`src/rtl/ws_array_ctrl_if.sv`:
```
// Signal bundle between the NPU command front-end / array-side memories and the
// weight-stationary array sequencer.
interface ws_array_ctrl_if #(
    parameter int N     = 4,
    parameter int VEC_W = 8
);
    localparam int AW = (N > 1) ? $clog2(N) : 1;

    logic             start_i;
    logic             reload_w_i;
    logic [VEC_W-1:0] num_vec_i;
    logic             busy_o;
    logic             done_o;
    logic             w_rd_en_o;
    logic [AW-1:0]    w_rd_addr_o;
    logic [N-1:0]     load_en_o;
    logic             act_rd_en_o;
    logic [VEC_W-1:0] act_rd_addr_o;
    logic             act_zero_o;
    logic             acc_en_o;
    logic             out_valid_o;
    logic [VEC_W-1:0] out_idx_o;

    modport slave (
        input  start_i, reload_w_i, num_vec_i,
        output busy_o, done_o, w_rd_en_o, w_rd_addr_o, load_en_o,
               act_rd_en_o, act_rd_addr_o, act_zero_o, acc_en_o,
               out_valid_o, out_idx_o
    );

    modport master (
        output start_i, reload_w_i, num_vec_i,
        input  busy_o, done_o, w_rd_en_o, w_rd_addr_o, load_en_o,
               act_rd_en_o, act_rd_addr_o, act_zero_o, acc_en_o,
               out_valid_o, out_idx_o
    );
endinterface

```
`src/rtl/ws_array_ctrl.sv`:
```
// Sequencer for an N x N weight-stationary systolic array: weight load, activation
// streaming, pipeline drain and result-vector flagging.
module ws_array_ctrl #(
    parameter int N        = 4,
    parameter int VEC_W    = 8,
    parameter int PIPE_LAT = 5
) (
    input  logic           clk,
    input  logic           rst,
    ws_array_ctrl_if.slave bus
);
    localparam int AW = (N > 1) ? $clog2(N) : 1;
    // Shared phase counter must hold N, V-1 (VEC_W+1 bits) and PIPE_LAT-1 (<= 254).
    localparam int CW = (VEC_W + 1 > 9) ? VEC_W + 1 : 9;

    typedef enum logic [2:0] {IDLE, LOAD_W, COMPUTE, DRAIN, DONE} state_t;

    state_t         state_q, state_d;
    logic [CW-1:0]  cnt_q;
    logic [VEC_W:0] v_q;
    logic [VEC_W:0] v_last;
    logic [CW-1:0]  dly_q;
    logic           dly_act_q;
    logic           out_vld_q;
    logic [VEC_W:0] out_idx_q;

    assign v_last = v_q - (VEC_W+1)'(1);

    always_comb begin
        state_d           = state_q;
        bus.busy_o        = 1'b0;
        bus.done_o        = 1'b0;
        bus.w_rd_en_o     = 1'b0;
        bus.w_rd_addr_o   = '0;
        bus.load_en_o     = '0;
        bus.act_rd_en_o   = 1'b0;
        bus.act_rd_addr_o = '0;
        bus.act_zero_o    = 1'b0;
        bus.acc_en_o      = 1'b0;
        bus.out_valid_o   = out_vld_q;
        bus.out_idx_o     = out_idx_q[VEC_W-1:0];
        case (state_q)
            IDLE: begin
                if (bus.start_i) begin
                    if (bus.reload_w_i)            state_d = LOAD_W;
                    else if (bus.num_vec_i != '0)  state_d = COMPUTE;
                    else                           state_d = DONE;
                end
            end
            LOAD_W: begin
                bus.busy_o = 1'b1;
                if (cnt_q < CW'(N)) begin
                    bus.w_rd_en_o   = 1'b1;
                    bus.w_rd_addr_o = cnt_q[AW-1:0];
                end
                // Row enable trails the read by one cycle to match SRAM latency.
                if (cnt_q != '0)
                    bus.load_en_o = N'(1) << (cnt_q - CW'(1));
                if (cnt_q == CW'(N))
                    state_d = (v_q != '0) ? COMPUTE : DONE;
            end
            COMPUTE: begin
                bus.busy_o        = 1'b1;
                bus.act_rd_en_o   = 1'b1;
                bus.act_rd_addr_o = cnt_q[VEC_W-1:0];
                bus.acc_en_o      = 1'b1;
                if (cnt_q == CW'(v_last))
                    state_d = DRAIN;
            end
            DRAIN: begin
                bus.busy_o     = 1'b1;
                bus.act_zero_o = 1'b1;
                bus.acc_en_o   = 1'b1;
                if (cnt_q == CW'(PIPE_LAT - 1))
                    state_d = DONE;
            end
            DONE: begin
                bus.busy_o = 1'b1;
                bus.done_o = 1'b1;
                state_d    = IDLE;
            end
            default: state_d = IDLE;
        endcase
    end

    always_ff @(posedge clk) begin
        if (rst) begin
            state_q   <= IDLE;
            cnt_q     <= '0;
            v_q       <= '0;
            dly_q     <= '0;
            dly_act_q <= 1'b0;
            out_vld_q <= 1'b0;
            out_idx_q <= '0;
        end else begin
            state_q <= state_d;
            if (state_d != state_q || state_q == IDLE)
                cnt_q <= '0;
            else
                cnt_q <= cnt_q + CW'(1);

            if (state_q == IDLE && bus.start_i)
                v_q <= {1'b0, bus.num_vec_i};

            // Result tracker runs independently of the state so it spans COMPUTE and DRAIN.
            if (state_q == COMPUTE && cnt_q == '0) begin
                dly_q     <= CW'(PIPE_LAT - 1);
                dly_act_q <= 1'b1;
            end else if (dly_act_q) begin
                dly_q <= dly_q - CW'(1);
                if (dly_q == CW'(1)) begin
                    dly_act_q <= 1'b0;
                    out_vld_q <= 1'b1;
                    out_idx_q <= '0;
                end
            end

            if (out_vld_q) begin
                if (out_idx_q == v_last) begin
                    out_vld_q <= 1'b0;
                    out_idx_q <= '0;
                end else begin
                    out_idx_q <= out_idx_q + (VEC_W+1)'(1);
                end
            end
        end
    end
endmodule

```
`src/flat_wrapper.sv`:
```
// flat-port wrapper written by rule: the top's interface ports become plain ports
module ws_array_ctrl_flat 
#(
    parameter int N        = 4,
    parameter int VEC_W    = 8,
    parameter int PIPE_LAT = 5
)
  (clk, rst, bus_start_i, bus_reload_w_i, bus_num_vec_i, bus_busy_o, bus_done_o, bus_w_rd_en_o, bus_w_rd_addr_o, bus_load_en_o, bus_act_rd_en_o, bus_act_rd_addr_o, bus_act_zero_o, bus_acc_en_o, bus_out_valid_o, bus_out_idx_o);
  ws_array_ctrl_if #(.N(N), .VEC_W(VEC_W)) bus_i ();
  input  logic clk;
  input  logic rst;
  input wire logic [$bits(bus_i.start_i)-1:0] bus_start_i;
  input wire logic [$bits(bus_i.reload_w_i)-1:0] bus_reload_w_i;
  input wire logic [$bits(bus_i.num_vec_i)-1:0] bus_num_vec_i;
  output wire logic [$bits(bus_i.busy_o)-1:0] bus_busy_o;
  output wire logic [$bits(bus_i.done_o)-1:0] bus_done_o;
  output wire logic [$bits(bus_i.w_rd_en_o)-1:0] bus_w_rd_en_o;
  output wire logic [$bits(bus_i.w_rd_addr_o)-1:0] bus_w_rd_addr_o;
  output wire logic [$bits(bus_i.load_en_o)-1:0] bus_load_en_o;
  output wire logic [$bits(bus_i.act_rd_en_o)-1:0] bus_act_rd_en_o;
  output wire logic [$bits(bus_i.act_rd_addr_o)-1:0] bus_act_rd_addr_o;
  output wire logic [$bits(bus_i.act_zero_o)-1:0] bus_act_zero_o;
  output wire logic [$bits(bus_i.acc_en_o)-1:0] bus_acc_en_o;
  output wire logic [$bits(bus_i.out_valid_o)-1:0] bus_out_valid_o;
  output wire logic [$bits(bus_i.out_idx_o)-1:0] bus_out_idx_o;
  assign bus_i.start_i = bus_start_i;
  assign bus_i.reload_w_i = bus_reload_w_i;
  assign bus_i.num_vec_i = bus_num_vec_i;
  assign bus_busy_o = bus_i.busy_o;
  assign bus_done_o = bus_i.done_o;
  assign bus_w_rd_en_o = bus_i.w_rd_en_o;
  assign bus_w_rd_addr_o = bus_i.w_rd_addr_o;
  assign bus_load_en_o = bus_i.load_en_o;
  assign bus_act_rd_en_o = bus_i.act_rd_en_o;
  assign bus_act_rd_addr_o = bus_i.act_rd_addr_o;
  assign bus_act_zero_o = bus_i.act_zero_o;
  assign bus_acc_en_o = bus_i.acc_en_o;
  assign bus_out_valid_o = bus_i.out_valid_o;
  assign bus_out_idx_o = bus_i.out_idx_o;
  ws_array_ctrl #(.N(N), .VEC_W(VEC_W), .PIPE_LAT(PIPE_LAT)) u_core (.clk(clk), .rst(rst), .bus(bus_i));
endmodule
```
`config.mk`:
```
export PLATFORM = sky130hd
export DESIGN_NAME = ws_array_ctrl_flat
export DESIGN_NICKNAME = d
export VERILOG_FILES = /design/src/rtl/ws_array_ctrl_if.sv /design/src/rtl/ws_array_ctrl.sv /design/src/flat_wrapper.sv
export SDC_FILE = /design/constraint.sdc
export NUM_CORES = 1
export LEC_CHECK = 0
export BUFFER_PORTS_ARGS = -buffer_cell sky130_fd_sc_hd__buf_2
export CAP_MARGIN = 40
export CORE_AREA = 3 3 85 67
export CTS_CLUSTER_SIZE = 30
export DETAILED_ROUTE_END_ITERATION = 8
export DIE_AREA = 0 0 88 70
export PLACE_DENSITY = 0.77
export SLEW_MARGIN = 20
export SYNTH_ARGS = -nofsm -noshare
export SYNTH_HDL_FRONTEND = slang
export SYNTH_SLANG_ARGS = --single-unit
```
`constraint.sdc`:
```
create_clock -name clk -period 7.6 [get_ports clk]
set_input_delay 1.52 -clock clk [delete_from_list [all_inputs] [get_ports clk]]
set_output_delay 1.52 -clock clk [all_outputs]
set_load 0.03 [all_outputs]
```
[After elaboration in Yosys (flattened, before gate mapping)]
Index checks and enable logic that the tools add are counted.
Storage, ports and cells
  register bits after elaboration: 40
  bits of input ports: 12
Operators by class
  add/sub/neg operators: 5
  magnitude comparators: 1
  equal/unequal tests: 10
  shift-type cells: 1
  muxes and demuxes: 35
  reduce and logical (&&, ||, !) cells: 16
Operators with widths (count)
  9-bit 2-to-1 mux: 5
  3-bit 2-to-1 mux: 9
  9-bit by 1-bit adder with 9-bit output, second input constant: 2
  9-bit equality test: 2
  9-bit nonzero test: 2
  9-bit by 1-bit subtractor with 9-bit output, second input constant: 2
  1-bit 2-to-1 mux: 15
  3-bit one-hot mux with 4 select lines: 1
  9-bit by 1-bit equality test with 1-bit output, second input constant: 1
  9-bit by 3-bit equality test with 1-bit output, second input constant: 1
  9-bit zero test: 1
  9-bit by 3-bit < comparator with 1-bit output, second input constant: 1
  1-bit by 9-bit << shifter with 4-bit output, first input constant: 1
  8-bit by 1-bit subtractor with 9-bit output, second input constant: 1
  4-bit 2-to-1 mux: 2
  8-bit 2-to-1 mux: 1
  8-bit nonzero test: 1
  3-bit by 2-bit equality test with 1-bit output, second input constant: 2
  2-bit nonzero test: 3
  2-bit OR reduction: 3
  2-bit 2-to-1 mux: 2
  4-bit OR reduction: 1
  3-bit by 1-bit equality test with 1-bit output, second input constant: 1
  3-bit equality test, second input constant: 1
  other kinds (6): 7

[Depth between registers and ports, before layout]
  depth in word-level cells: 8
  depth in mapped cells: 10
  gate-level depth less buffers: 8

[Least setup slack after synthesis]
OpenSTA, ideal clock, no wires.
  path type: reg2out
  start point: register u_core.cnt_q[6]
  end point: output port bus_w_rd_addr_o[0]
  arrival time: 2.640 ns
  required time: 6.080 ns
  slack: 3.440 ns
  stages on the path, launching flop included: 5
  cells stage by stage: dfxtp_1 -> or4_1 -> nor3_1 -> nor4b_1 -> and2_1
Between the ends
  longest elaborated chain between the ends: 3
Ends and longest elaborated chain
  from (decl): RTL line ws_array_ctrl.sv:19  | logic [CW-1:0] cnt_q;
  from (signal assigned): RTL line ws_array_ctrl.sv:100  | cnt_q <= cnt_q + CW'(1);
  9-bit by 3-bit < comparator with 1-bit output: RTL line ws_array_ctrl.sv:52  | if (cnt_q < CW'(N)) begin
  2-bit 2-to-1 mux: RTL line ws_array_ctrl.sv:52
  2-bit 2-to-1 mux: RTL line ws_array_ctrl.sv:42  | case (state_q)
  to (decl): RTL line flat_wrapper.sv:18  | output wire logic [$bits(bus_i.w_rd_addr_o)-1:0] bus_w_rd_addr_o;
Every way passes these cells.

[Worst setup path after layout]
  start point: register u_core.cnt_q[0]
  end point: output port bus_load_en_o[0]
Between the ends
  longest elaborated chain between the ends: 4
Ends and longest elaborated chain
  9-bit by 1-bit subtractor with 9-bit output: RTL line ws_array_ctrl.sv:58  | bus.load_en_o = N'(1) << (cnt_q - CW'(1));
  1-bit by 9-bit << shifter with 4-bit output: RTL line ws_array_ctrl.sv:58
  4-bit 2-to-1 mux *: RTL line ws_array_ctrl.sv:57  | if (cnt_q != '0)
  4-bit 2-to-1 mux *: RTL line ws_array_ctrl.sv:42
  to (decl): RTL line flat_wrapper.sv:19  | output wire logic [$bits(bus_i.load_en_o)-1:0] bus_load_en_o;
Mark *: on every way between the ends. The rest lies on a longest branch, timed or not.

==> results.md <==
* Routed Antenna Nets at 0
* Routability congestion estimate at 0.806
* Top cells by count, synth: dfxtp_1, nand2_1, nor2_1
* Status: finished, final reports clean
* Final hold vios at 0
* Initial drt markers at 106
* M3 GR Usage at 4.13%
* Worst Tran Pin Value at 743 ps
* Met2 GRT Util at 26.3%
* Final setup fails at 0
* Post-route cell area at 2730 sq um
* Final worst setup slack at 3790 ps
* Dpl hpwl at 3980 um
* Min Tclk post-route at 3810 ps
* Reg clk slew, reported paths at 70 ps
* Clock Latency Late Sink at 290 ps
* DRC at 0
* Wire per inst at 13.7 um
* Busiest grt layer: met2
* Crit path cell chain: inv_1 -> ha_1 -> o21ba_2 -> o32ai_1 -> o2111a_1 -> nand2_1 -> nor2_1 -> buf_2
* Yosys warns at 0
* Starting Density at 50.1%
* Min-Delay Path Class: flip-flop to flip-flop
* Dpl ws at 4130 ps
* Ant diodes at 0
* Hold buffer count at cts at 0
* Fmax at 0.262 GHz
* Drt total wl at 5390 um
* Synth area leader: dfxtp_1
* Synthesized net count at 324
* Number of flops mapped to enable cells by yosys at 0
* Top_reg_cell synth: dfxtp_1
* CTS tree: done
* Main area contributors after synthesis: dfxtp_1, xnor2_1, xor2_1
* Synth unique cells at 47
* First-pass GRT wire length at 9180 um
* Post-Layout Cell Count at 392
* Drt first pass iters at 4
* Post_cts resized at 0
* Leakage power at 1.15 nW
* Worst Clk Skew at 6.88 ps
* Inst Count DP at 384
* Final core occ at 56.1%
* Top-area cell type share of the netlist area at 32.8%
* Hold_sp: u_core.v_q[1]
* Crit path DAT at 2290 ps
* Via count at 2,191
* Maxcap violations at 0
* PD cells at 189 nW/um^2
* Largest net degree at the start of global routing at 22
* Fraction of the yosys area taken by sequential cells at 32.8%
* Synth Area per Inst at 8.00 sq um
* Post-CTS setup buffers at 0
* CP Launch Type: flip-flop
* Placed inst area at 2610 sq um
* Slew headroom at 50.0%
* RSZ-0062 raised after global routing: no
* CP Class: flip-flop to output pin
* Worst setup EP type: output pin
* Die area at 6160 sq um
* Fillers at 455
* Core Area at 4870 sq um
* CTS Buf Count at 5
* Met1 Use GR at 26.2%
* Fin nets at 350
* CTS sink count at 40
* Crit path buffers/inverters at 2
* Cell family contributing the most delay on the critical path: flip-flops
* Reg-to-reg startpoint: u_core.state_q[1]
* Setup tns final at 0 ps
* Area Growth Syn to Fin at 11.9%
* Max Slew Vio Count at 0
* Top-count cell post-synth: dfxtp_1
* Clock Path Buffers at 2
* Antenna violations before repair at 0
* Max VDD drop at 0.126 mV
* WP data required at 6080 ps
* Worst setup path startpoint: u_core.cnt_q[0]
* Critical Path Fanout Max at 12
* Share of cells above drive strength 1 at 16.0%
* Row count at 22
* Global route overflow at 0
* CTS H-tree depth at 2
* Post-synth ARST share at 0%
* Vias in the first global route at 2,082
* I/O pin count at 41
* Final period util at 50.2%
* Gr usage total at 18.3%
* Slowest-stage cell, CP: dfxtp_1
* IO Port Bufs at 40
* Syn Std Cell Area at 2440 sq um
* Syn Inst Count at 305
* CTS root buffer: clkbuf_8
* Die height at 70 um
* #FFs+latches synth at 40
* Highest cell delay on the worst timing path at 600 ps
* Vias per std cell at 5.59
* Die Span X at 88 um
flip-flops by register name (all words and copies together) (netlist names):
register,count
u_core.v_q,8
u_core.bus.out_valid_o,1
u_core.out_idx_q,9
u_core.state_q,3
u_core.dly_act_q,1
u_core.cnt_q,9
u_core.dly_q,9
final timing paths:
kind	endpoint	slack [ps]	depth (start not counted)
worst max-delay path	bus_load_en_o[0]	3790	8
worst min-delay path	u_core.v_q[1]	500	2
worst max register to register	u_core.cnt_q[6]	4950	7
worst min register to register	u_core.v_q[1]	500	2
placed cells by master, fill, tap and decap left out, types with 8 or more instances in the layout:
master / instances
buf_2: 41
dfxtp_1: 40
nand2_1: 33
nor2_1: 27
xnor2_1: 19
xor2_1: 19
a21oi_1: 17
nand3_1: 14
and2_1: 11
inv_1: 10
nor3_1: 8
per-stage QoR:
step                      total power, mW  hold WS, ps
final                               0.517          504
after global routing                0.543          532
after detailed placement            0.331          489
after CTS                           0.520          500
after global placement              0.327          484
after floorplan                     0.308          459
where the power goes:
group | switching [mW] | total [mW] | internal, mW
Combinational | 0.0538 | 0.0933 | 0.0395
Clock | 0.0729 | 0.189 | 0.116
Sequential | 0.0153 | 0.235 | 0.219
final cells by class:
| type | count | area [sq um] | area share, % |
|---|---|---|---|
| multi-input combinational | 232 | 1480 | 54.1 |
| sequential | 40 | 801 | 29.3 |
| timing repair buffer | 42 | 213 | 7.79 |
| clock buffer | 7 | 96.3 | 3.53 |
| tap | 60 | 75.1 | 2.75 |
| inverter | 10 | 37.5 | 1.37 |
| clock inverter | 1 | 30.0 | 1.10 |
cells by family after synthesis:
family / Yosys count / share of synthesized area (%)
simple gates: 130 / 27.1
compound gates: 56 / 15.8
flops: 40 / 32.8
xor+xnor: 38 / 13.6
buf+inv: 33 / 6.61
fa+ha+maj: 7 / 3.59
mux: 1 / 0.410
metal layers:
metal	vias up	routed length, um
li1	1117	-
met1	1012	2740
met2	56	2280
met3	6	297
met4	0	72
met5	-	0
worst min-delay path: cells and delay by family, from the launching register on:
kind,cells,cell delay [ps]
and+or+nand+nor,1,70
AOI/OAI and AO/OA,1,50
DFF,1,340
No activity file was read; power rests on OpenSTA's default activity.
